File: src/rtl/mt_motion_pkg.sv
`default_nettype none
// +----------------------------------------------------------------------------+
// | Module      : mt_motion_pkg                                                |
// | Description : Shared state encoding and function codes for the MT tape     |
// |               motion sequencer.                                            |
// | Revision    : 1.0  initial release                                         |
// +----------------------------------------------------------------------------+
package mt_motion_pkg;

    typedef enum logic [2:0] {
        ST_IDLE  = 3'd0,
        ST_ACCEL = 3'd1,
        ST_RUN   = 3'd2,
        ST_DECEL = 3'd3,
        ST_DONE  = 3'd4
    } state_t;

    localparam logic [4:0] c_FUN_NOP    = 5'o00;
    localparam logic [4:0] c_FUN_PRESET = 5'o10;
    localparam logic [4:0] c_FUN_SPCFWD = 5'o14;
    localparam logic [4:0] c_FUN_SPCREV = 5'o15;
    localparam logic [4:0] c_FUN_WRITE  = 5'o30;
    localparam logic [4:0] c_FUN_READ   = 5'o34;

    function automatic logic isMotion(input logic [4:0] fun);
        return (fun == c_FUN_SPCFWD) || (fun == c_FUN_SPCREV) ||
               (fun == c_FUN_WRITE)  || (fun == c_FUN_READ);
    endfunction

    // Unrecognised codes behave as NOP.
    function automatic logic [4:0] normFun(input logic [4:0] fun);
        return (isMotion(fun) || (fun == c_FUN_PRESET)) ? fun : c_FUN_NOP;
    endfunction

endpackage
`default_nettype wire

File: src/rtl/mt_motion_timer.sv
`default_nettype none
// +----------------------------------------------------------------------------+
// | Module      : mt_motion_timer                                              |
// | Description : Loadable down-counter; o_done is high while the count is 0.  |
// | Revision    : 1.0  initial release                                         |
// +----------------------------------------------------------------------------+
module mt_motion_timer #(
    parameter int WIDTH = 16
) (
    input  logic             clk,
    input  logic             rst,
    input  logic             i_load,
    input  logic [WIDTH-1:0] i_loadVal,
    output logic             o_done
);

    localparam logic [WIDTH-1:0] c_ONE = WIDTH'(1);

    logic [WIDTH-1:0] r_count;

    always_ff @(posedge clk) begin
        if (rst) begin
            r_count <= '0;
        end else if (i_load) begin
            r_count <= i_loadVal;
        end else if (r_count != '0) begin
            r_count <= r_count - c_ONE;
        end
    end

    assign o_done = (r_count == '0);

endmodule
`default_nettype wire

File: src/rtl/mt_motion_ctrl.sv
`default_nettype none
// +----------------------------------------------------------------------------+
// | Module      : mt_motion_ctrl                                               |
// | Description : MT tape motion sequencer (accel/run/decel) with frame        |
// |               counter. Optional frame-gap watchdog: MTMOT_TIMEOUT_EN.      |
// | Revision    : 1.0  initial release                                         |
// +----------------------------------------------------------------------------+
module mt_motion_ctrl
    import mt_motion_pkg::*;
#(
    parameter int ACCL_CYCLES = 1000,
    parameter int DECL_CYCLES = 500
`ifdef MTMOT_TIMEOUT_EN
    ,
    parameter int TMO_CYCLES  = 65535
`endif
) (
    input  logic        clk,
    input  logic        rst,
    input  logic        mtINIT,
    input  logic [35:0] mtDATAI,
    input  logic        mtWRFC,
    input  logic        mtGO,
    input  logic [4:0]  mtFUN,
    input  logic        mtFRAME,
    input  logic        mtEOR,
    output logic        mtPRESET,
    output logic        mtACCL,
    output logic        mtFCS,
    output logic [15:0] mtFC,
    output logic        mtBUSY,
    output logic        mtDONE,
    output logic        mtRMR,
    output logic        mtTMO
);

    localparam int c_MOT_MAX = (ACCL_CYCLES > DECL_CYCLES) ? ACCL_CYCLES : DECL_CYCLES;
    localparam int c_MOT_W   = $clog2(c_MOT_MAX + 1);
    localparam logic [c_MOT_W-1:0] c_ACCL_LOAD = c_MOT_W'(ACCL_CYCLES - 1);
    localparam logic [c_MOT_W-1:0] c_DECL_LOAD = c_MOT_W'(DECL_CYCLES - 1);

    state_t      r_state, w_stateNext;
    logic [4:0]  r_fun, w_funNext, w_funNorm;
    logic [15:0] r_fc, w_fcNext, w_fcInc;
    logic        r_preset, w_presetNext;
    logic        r_accl, w_acclNext;
    logic        r_fcs, w_fcsNext;
    logic        r_busy, w_busyNext;
    logic        r_done, w_doneNext;
    logic        r_rmr, w_rmrNext;
    logic        w_term;
    logic        w_rst;
    logic        w_motLoad, w_motDone;
    logic [c_MOT_W-1:0] w_motLoadVal;
    logic        w_unusedDataHi;

    assign w_rst          = rst | mtINIT;
    assign w_funNorm      = normFun(mtFUN);
    assign w_fcInc        = r_fc + 16'd1;
    assign w_unusedDataHi = ^mtDATAI[35:16];

    // One timer serves both ACCEL and DECEL, which never overlap.
    mt_motion_timer #(.WIDTH(c_MOT_W)) u_motTimer (
        .clk       (clk),
        .rst       (w_rst),
        .i_load    (w_motLoad),
        .i_loadVal (w_motLoadVal),
        .o_done    (w_motDone)
    );

`ifdef MTMOT_TIMEOUT_EN
    localparam int c_GAP_W = $clog2(TMO_CYCLES + 1);
    localparam logic [c_GAP_W-1:0] c_GAP_LOAD = c_GAP_W'(TMO_CYCLES - 1);

    logic r_tmo, w_tmoNext;
    logic w_gapLoad, w_gapDone;

    mt_motion_timer #(.WIDTH(c_GAP_W)) u_gapTimer (
        .clk       (clk),
        .rst       (w_rst),
        .i_load    (w_gapLoad),
        .i_loadVal (c_GAP_LOAD),
        .o_done    (w_gapDone)
    );

    assign mtTMO = r_tmo;
`else
    assign mtTMO = 1'b0;
`endif

    always_comb begin
        w_stateNext  = r_state;
        w_funNext    = r_fun;
        w_fcNext     = r_fc;
        w_presetNext = 1'b0;
        w_acclNext   = r_accl;
        w_fcsNext    = r_fcs;
        w_busyNext   = r_busy;
        w_doneNext   = 1'b0;
        w_rmrNext    = 1'b0;
        w_term       = 1'b0;
        w_motLoad    = 1'b0;
        w_motLoadVal = '0;
`ifdef MTMOT_TIMEOUT_EN
        w_tmoNext    = r_tmo;
        w_gapLoad    = 1'b0;
`endif

        // Write lands before a same-cycle GO, so the command sees the new count.
        if (r_state == ST_IDLE) begin
            if (mtWRFC) begin
                w_fcNext = mtDATAI[15:0];
            end
            if (mtGO) begin
`ifdef MTMOT_TIMEOUT_EN
                w_tmoNext = 1'b0;
`endif
                if (isMotion(w_funNorm)) begin
                    w_funNext    = w_funNorm;
                    w_busyNext   = 1'b1;
                    w_fcsNext    = 1'b0;
                    w_motLoad    = 1'b1;
                    w_motLoadVal = c_ACCL_LOAD;
                    w_stateNext  = ST_ACCEL;
                end else begin
                    w_presetNext = (w_funNorm == c_FUN_PRESET);
                    w_stateNext  = ST_DONE;
                end
            end
        end else if (mtGO || mtWRFC) begin
            w_rmrNext = 1'b1;
        end

        case (r_state)
            ST_ACCEL: begin
                if (w_motDone) begin
                    w_acclNext  = 1'b1;
                    w_stateNext = ST_RUN;
`ifdef MTMOT_TIMEOUT_EN
                    w_gapLoad   = 1'b1;
`endif
                end
            end
            ST_RUN: begin
                if (mtFRAME) begin
                    w_fcNext = w_fcInc;
                    if ((r_fun != c_FUN_READ) && (w_fcInc == 16'd0)) begin
                        w_term = 1'b1;
                    end
                end
                if ((r_fun == c_FUN_READ) && mtEOR) begin
                    w_term = 1'b1;
                end
`ifdef MTMOT_TIMEOUT_EN
                if (mtFRAME) begin
                    w_gapLoad = 1'b1;
                end else if (w_gapDone && !w_term) begin
                    w_tmoNext = 1'b1;
                    w_term    = 1'b1;
                end
`endif
                if (w_term) begin
                    w_acclNext   = 1'b0;
                    w_motLoad    = 1'b1;
                    w_motLoadVal = c_DECL_LOAD;
                    w_stateNext  = ST_DECEL;
                end
            end
            ST_DECEL: begin
                if (w_motDone) begin
                    w_stateNext = ST_DONE;
                end
            end
            ST_DONE: begin
                w_doneNext  = 1'b1;
                w_busyNext  = 1'b0;
                w_fcsNext   = (r_fc != 16'd0);
                w_stateNext = ST_IDLE;
            end
            default: ;
        endcase
    end

    always_ff @(posedge clk) begin
        if (w_rst) begin
            r_state  <= ST_IDLE;
            r_fun    <= c_FUN_NOP;
            r_fc     <= '0;
            r_preset <= 1'b0;
            r_accl   <= 1'b0;
            r_fcs    <= 1'b0;
            r_busy   <= 1'b0;
            r_done   <= 1'b0;
            r_rmr    <= 1'b0;
`ifdef MTMOT_TIMEOUT_EN
            r_tmo    <= 1'b0;
`endif
        end else begin
            r_state  <= w_stateNext;
            r_fun    <= w_funNext;
            r_fc     <= w_fcNext;
            r_preset <= w_presetNext;
            r_accl   <= w_acclNext;
            r_fcs    <= w_fcsNext;
            r_busy   <= w_busyNext;
            r_done   <= w_doneNext;
            r_rmr    <= w_rmrNext;
`ifdef MTMOT_TIMEOUT_EN
            r_tmo    <= w_tmoNext;
`endif
        end
    end

    assign mtPRESET = r_preset;
    assign mtACCL   = r_accl;
    assign mtFCS    = r_fcs;
    assign mtFC     = r_fc;
    assign mtBUSY   = r_busy;
    assign mtDONE   = r_done;
    assign mtRMR    = r_rmr;

endmodule
`default_nettype wire

File: config.mk
export PLATFORM = sky130hd
export DESIGN_NAME = mt_motion_ctrl
export DESIGN_NICKNAME = d
export VERILOG_FILES = /design/src/rtl/mt_motion_pkg.sv /design/src/rtl/mt_motion_timer.sv /design/src/rtl/mt_motion_ctrl.sv
export SDC_FILE = /design/constraint.sdc
export NUM_CORES = 1
export LEC_CHECK = 0
export CAP_MARGIN = 20
export CORE_MARGIN = 8
export CORE_UTILIZATION = 45
export DETAILED_ROUTE_END_ITERATION = 8
export PLACE_DENSITY = 0.78
export SLEW_MARGIN = 20
export SYNTH_ARGS = -nofsm -noshare
export SYNTH_HDL_FRONTEND = slang
export SYNTH_SLANG_ARGS = --single-unit
export TNS_END_PERCENT = 50
File: constraint.sdc
create_clock -name clk -period 3.8 [get_ports clk]
set_clock_uncertainty 0.1 [all_clocks]
set_input_delay 0.76 -clock clk [delete_from_list [all_inputs] [get_ports clk]]
set_output_delay 0.76 -clock clk [all_outputs]
set_load 0.02 [all_outputs]
==> results.md, run 1 <==
- DRC: 0
- Vias in the first global route: 2,158
- ANT nets after route: 0
- Die extent in y: 87.2 um
- Worst setup EP type: register
- DP HPWL: 4220 um
- Combinational fraction of design power: 40.1%
- Via Count: 2,260
- Buf/Inv on CP: 0
- Initial antenna violation count: 0
- FP Rows: 26
- Sequential share of the synthesized area: 35.1%
- Least-Margin Pin Slew: 0.729 ns
- CP Launch Type: register
- Pre-CTS WS: 1.01 ns
- Syn Nets: 336
- Post-synth ARST share: 0%
- Syn Area/Cell: 8.04 um^2
- Cell area after synthesis: 2280 um^2
- Final worst path period share: 74.8%
- Synth Warn #: 0
- GRT Overall Usage: 16.1%
- Layout fillers: 468
- Arrival @ worst endpoint: 2.90 ns
- Top cells by area, synth: dfxtp_1 35%, nor2_1 6.4%, xnor2_1 5.0%
- Worst hold path class: reg2reg
- Worst path cell trace: nand4_2, nor2_1, mux2_2, or4_4, o31ai_4, o41ai_1
- Clk pwr share: 23.7%
- Total grt overflow: 0
- Peak VDD IR: 0.313 mV
- IO Port Bufs: 49
- Final core utilization: 57.8%
- Max cap viols: 0
- Slowest CP cell: or4_4
- # hold bufs at CTS: 0
- Setup violations, final: 0
- Post-route insts no fill: 394
- DIE AREA: 7610 um^2
- Int Pwr: 0.953 mW
- Global-route wire length before repair: 9850 um
- FF-to-FF Start: mtFC[4]
- Leakage: 1.01 nW
- Post-CTS resize count: 0
- Share of layout cells above drive strength 1: 6.17%
- DR WL/cell: 15.2 um
- Hold Startpoint: r_fun[1]
- Tmin final: 2.84 ns
- NumNets Final: 375
- First-pass iteration count of the detailed router: 4
- Status: finished, final reports clean
- Max stage delay on crit path: 0.54 ns
- Top cells by count, synth: 40 x dfxtp_1, 39 x nor2_1, 17 x a21oi_1
- GP Congestion: 0.814
- Post-synth top flop: dfxtp_1
- Seq cells post-synth: 40
- Post-synth EDFFs: 0
- Yosys top cell by area: dfxtp_1
- RSZ-0062 raised after global routing: no
- Root Driver: clkbuf_8
- Ports: 71
- Clock transition at path regs: 0.08 ns
- Vias per cell: 5.74
- Cell family with the largest share of critical-path delay: simple AND/OR/NAND/NOR gates
- Core Area: 5010 um^2
- Mapped Cells: 284
- Worst hold margin: 0.357 ns
- TritonCTS clock tree: built
- CP startpoint: mtFC[4]
- P_sw: 0.535 mW
- Diode count: 0
- Layout area overhead: 27.0%
- Largest net degree at the start of global routing: 38
- Final WS setup: 0.959 ns
- Crit path required time: 3.86 ns
- Clock Sinks: 40
- CTS Buf Count: 5
- Placed cells: 386
- Post-route setup TNS: 0 ns
- Crit path max fanout: 10
- H-tree levels: 2
- DRC marker count from the first detailed-route iteration: 188
- Skew-Pair Late Insertion Delay: 0.30 ns
- Pwr dens: 513 nW/um^2
- Area share of the largest cell type after synthesis: 35.1%
- Final wirelength: 6000 um
- Fmax: 0.352 GHz
- Top-count cell post-synth: dfxtp_1
- Unique masters post-synth: 49
- Postcts setup bufs: 0
- Initial Util: 45.6%
- Part of the power in registers: 36.2%
- Final hold viol count: 0
- Sw Ratio: 35.9%
- Fin. max-slew vios: 0
- CP Class: reg2reg
- Max Buffers Root-to-Sink: 2
- Max_slew headroom: 51.4%
- Width of the die: 87.2 um
==> power by group through the flow <==
stage               combinational [mW]  clock, mW  sequential, mW
CTS                              0.595      0.357           0.537
finish                           0.597      0.352           0.539
global placement                 0.580          0           0.543
detailed placement               0.585          0           0.546
floorplan                        0.460          0           0.538
global route                     0.678      0.371           0.546
==> worst paths after layout <==
kind	endpoint	slack, ns	cells after the start
setup / recovery	u_motTimer.r_count[9]	0.96	6
hold / removal	r_fun[1]	0.36	2
setup reg to reg	u_motTimer.r_count[9]	0.96	6
hold reg to reg	r_fun[1]	0.36	2
==> flip-flops by register name, indices dropped and copies added, names as in the netlist <==
name                cells
r_state                 3
r_fun                   5
mtFCS                   1
mtRMR                   1
mtBUSY                  1
mtACCL                  1
mtPRESET                1
mtFC                   16
u_motTimer.r_count     10
mtDONE                  1
==> cell families (layout without fill, tap and decap cells) <==
kind of cell             after synthesis  in the layout  synth area share, %
other                                  1              1                0.164
multiplexers                           6              6                 2.69
AO/OA/AOI/OAI                         65             65                 18.6
AND/OR/NAND/NOR                      127            127                 30.4
flip-flops                            40             40                 35.1
XOR/XNOR                              16             16                 6.14
adder cells (fa/ha/maj)                4              4                 2.19
buffers and inverters                 25             65                 4.71
==> metrics by stage <==
step,total power [mW],cell area [um^2]
final,1.49,2900
after global placement,1.12,2790
after CTS,1.49,2900
after floorplan,0.997,2280
after global routing,1.59,2900
after detailed placement,1.13,2790
==> cell usage in the layout, fill, tap and decap left out, types with 2 or more instances in the layout <==
cell type,instances
nor3b_1,4
xor2_1,3
a22oi_1,3
a221oi_1,5
nor4_1,7
buf_4,2
clkbuf_8,5
mux2i_1,5
or3_1,4
o41ai_1,2
nand4_1,7
nand3b_1,3
clkdlybuf4s50_1,49
nor2_1,39
a31oi_1,12
dfxtp_1,40
nor2b_1,4
a21oi_1,17
ha_1,4
xnor2_1,13
and2_1,2
nand2_1,16
nand2b_1,3
or2_2,3
nor3_1,11
a211oi_1,3
nor4b_1,3
a32oi_1,2
nand3_1,8
or4_1,2
inv_1,6
o21ai_0,15
and3_1,4
==> worst min-delay path: stages, from the launching register on <==
cell and delay, ns:
dfxtp_1 0.32, nand2_1 0.06, nor2_1 0.04
==> layout make-up <==
class                      instances  area, um^2  area share (%)
clock buffer                       6        72.6            2.50
clock inverter                     2        35.0            1.21
inverter                           6        22.5           0.777
multi-input combinational        219        1370            47.4
sequential                        40         801            27.6
tap                               70        87.6            3.02
timing repair buffer              51         505            17.4
==> layer usage <==
layer / global-route usage (%) / vias to the layer above / wire length, um
met5: 0 / - / 0
met2: 26.9 / 68 / 2930
met1: 19.0 / 1063 / 2660
met3: 4.62 / 10 / 310
li1: - / 1119 / -
met4: 5.78 / 0 / 91
No activity file was read; power rests on OpenSTA's default activity.
==> inputs of run 2 (changes only) <==
- CORE_UTILIZATION: 45 -> 42
- PLACE_DENSITY: 0.78 -> 0.76
- clock period: 3.8 -> 2.4 ns (I/O delays scaled with it)
==> run 2 against run 1 <==
  * The run now ends with setup timing left
  * Global-route usage decreased by 0.33 points
  * First-iteration DRC count decreased by 53%
  * Sequential share of layout area decreased by 2.6 points
  * Sequential cell count unchanged
  * Worst setup slack got worse by 1.0 ns
  * Final area increased by 11%
  * Combinational power increased by 73%
  * Count of clock-buffer cells in the layout unchanged
  * Die area increased by 5.8%
  * Power increased by 63%
  * Critical path type unchanged
==> results.md, run 2 (synthesis results as in run 1) <==
- R2R Setup Slk: -0.05 ns (was 0.96 ns)
- Setup violations, final: 5 (was 0)
- H-tree levels: 2 (unchanged)
- Leading cell type in the layout, fill and taps excluded: clkdlybuf4s50_1 (unchanged)
- Arrival @ worst endpoint: 2.52 ns (was 2.90 ns)
- DIE AREA: 8050 um^2 (was 7610 um^2)
- Share of layout cells above drive strength 1: 18.9% (was 6.17%)
- Initial Util: 42.5% (was 45.6%)
- Clk pwr share: 22.8% (was 23.7%)
- Vias per cell: 5.47 (was 5.74)
- CTS Buf Count: 5 (unchanged)
- Diode count: 0 (unchanged)
- Max reg flops: 16 (unchanged)
- DRC marker count from the first detailed-route iteration: 88 (was 188)
- P_sw: 0.846 mW (was 0.535 mW)
- # hold bufs at CTS: 0 (unchanged)
- Part of the power in registers: 34.9% (was 36.2%)
- Peak VDD IR: 0.393 mV (was 0.313 mV)
- CP Class: reg2reg (unchanged)
- Int Pwr: 1.58 mW (was 0.953 mW)
- Via Count: 2,331 (was 2,260)
- Max cap viols: 0 (unchanged)
- Clock Sinks: 40 (unchanged)
- Clock transition at path regs: 0.08 ns (about the same)
- Violated checks: setup timing
- Commonest non-fill, non-tap cells in the layout: 49 x clkdlybuf4s50_1, 38 x nor2_1, 34 x dfxtp_1 (was 49 x clkdlybuf4s50_1, 40 x dfxtp_1, 39 x nor2_1)
- Fmax: 0.408 GHz (was 0.352 GHz)
- Met1 Use GR: 18.6% (was 19.0%)
- ANT nets after route: 0 (unchanged)
- DR WL/cell: 15.2 um (about the same)
- Sw Ratio: 34.9% (was 35.9%)
- DRC: 0 (unchanged)
- DP HPWL: 4690 um (was 4220 um)
- Fin. max-slew vios: 0 (unchanged)
- Final hold viol count: 0 (unchanged)
- GR Util met3: 4.41% (was 4.62%)
- Combinational fraction of design power: 42.3% (was 40.1%)
- Core Area: 5370 um^2 (was 5010 um^2)
- Max Buffers Root-to-Sink: 2 (unchanged)
- Total grt overflow: 0 (unchanged)
- TritonCTS clock tree: built (unchanged)
- Largest net degree at the start of global routing: 21 (was 38)
- Final worst path period share: 102% (was 74.8%)
- Global-route wire length before repair: 10,800 um (was 9850 um)
- Worst setup EP type: register (unchanged)
- Crit path required time: 2.47 ns (was 3.86 ns)
- First-pass iteration count of the detailed router: 4 (unchanged)
- GP Congestion: 0.777 (was 0.814)
- IO Port Bufs: 49 (unchanged)
- FP Rows: 27 (was 26)
- RSZ-0062 raised after global routing: yes (was no)
- Pwr dens: 752 nW/um^2 (was 513 nW/um^2)
- Width of the die: 89.7 um (was 87.2 um)
- Max_slew headroom: 53.7% (was 51.4%)
- Leakage: 1.19 nW (was 1.01 nW)
- Root Driver: clkbuf_8 (unchanged)
- Post-route setup TNS: -0.186 ns (was 0 ns)
- Status: finished with violations (was finished, final reports clean)
- Post-DP Area: 3020 um^2 (was 2790 um^2)
- NumNets Final: 405 (was 375)
- Worst hold path class: reg2reg (unchanged)
- Final wirelength: 6480 um (was 6000 um)
- Gr busiest metal: met2 (unchanged)
- Layout area overhead: 41.4% (was 27.0%)
- Post-route insts no fill: 426 (was 394)
- GR Layer Usage met2: 26.3% (was 26.9%)
- Vias in the first global route: 2,369 (was 2,158)
- Die extent in y: 89.7 um (was 87.2 um)
- Least-Margin Pin Slew: 0.688 ns (was 0.729 ns)
- CP Launch Type: register (unchanged)
- Ports: 71 (unchanged)
- Initial antenna violation count: 0 (unchanged)
- Final instance area: 3230 um^2 (was 2900 um^2)
- Tmin final: 2.45 ns (was 2.84 ns)
- Skew-Pair Late Insertion Delay: 0.29 ns (was 0.30 ns)
- GRT Overall Usage: 15.7% (was 16.1%)
- Placed cells: 415 (was 386)
- Crit path max fanout: 5 (was 10)
- Final WS setup: -0.0528 ns (was 0.959 ns)
==> run 2: cell types whose count changed in the layout (fill, tap and decap cells not counted), sizes merged <==
cell,delta
buf,+30
==> run 2: stage by stage <==
| step | hold WS [ns] | worst slack, ns | util (%) | total power [mW] |
|---|---|---|---|---|
| after floorplan | 0.310 | 0.0204 | - | 1.58 |
| after global placement | 0.319 | 0.0136 | 56.2 | 1.86 |
| after detailed placement | 0.319 | -0.0291 | 56.2 | 1.88 |
| after CTS | 0.330 | -0.0319 | 59.3 | 2.44 |
| after global routing | 0.375 | -0.103 | 60.1 | 2.61 |
| final | 0.329 | -0.0528 | 60.1 | 2.43 |
==> run 2: worst max-delay path: stages (launching register included) <==
cell	delay, ns
dfxtp_2	0.34
ha_4	0.16
or4_1	0.56
a21oi_2	0.21
a21oi_2	0.07
or4_4	0.45
o31ai_4	0.32
o32ai_2	0.12
==> run 2: final cells by class <==
| type | count | area [um^2] |
|---|---|---|
| Fill cell | 475 | 2140 |
| Sequential cell | 40 | 808 |
| Clock inverter | 2 | 35.0 |
| Timing Repair Buffer | 81 | 738 |
| Multi-Input combinational cell | 219 | 1460 |
| Tap cell | 72 | 90.1 |
| Clock buffer | 6 | 72.6 |
| Inverter | 6 | 22.5 |
==> run 2: power by group through the flow <==
stage	clock (mW)	sequential [mW]	combinational, mW
floorplan	0	0.853	0.728
global placement	0	0.858	0.997
detailed placement	0	0.861	1.02
CTS	0.560	0.847	1.03
global route	0.590	0.862	1.16
finish	0.553	0.847	1.03
==> run 2: worst paths after layout <==
check,start,end,depth (start not counted)
max reg2reg,mtFC[1],mtACCL,7
min,r_fun[1],r_fun[1],2
min reg2reg,r_fun[1],r_fun[1],2
max,mtFC[1],mtACCL,7
==> run 2: metal layers <==
layer	part of all wire (%)	routed length, um
met2	51	3300
met5	0	0
met3	5.2	335
met1	43	2760
met4	1.3	85
==> run 2: timing repair <==
action                     in CTS  in global routing
setup buffers                   2                  1
setup endpoints to repair       3                 12
pin swaps                       7                  2
hold endpoints to repair        0                  0
resized for setup               9                  6
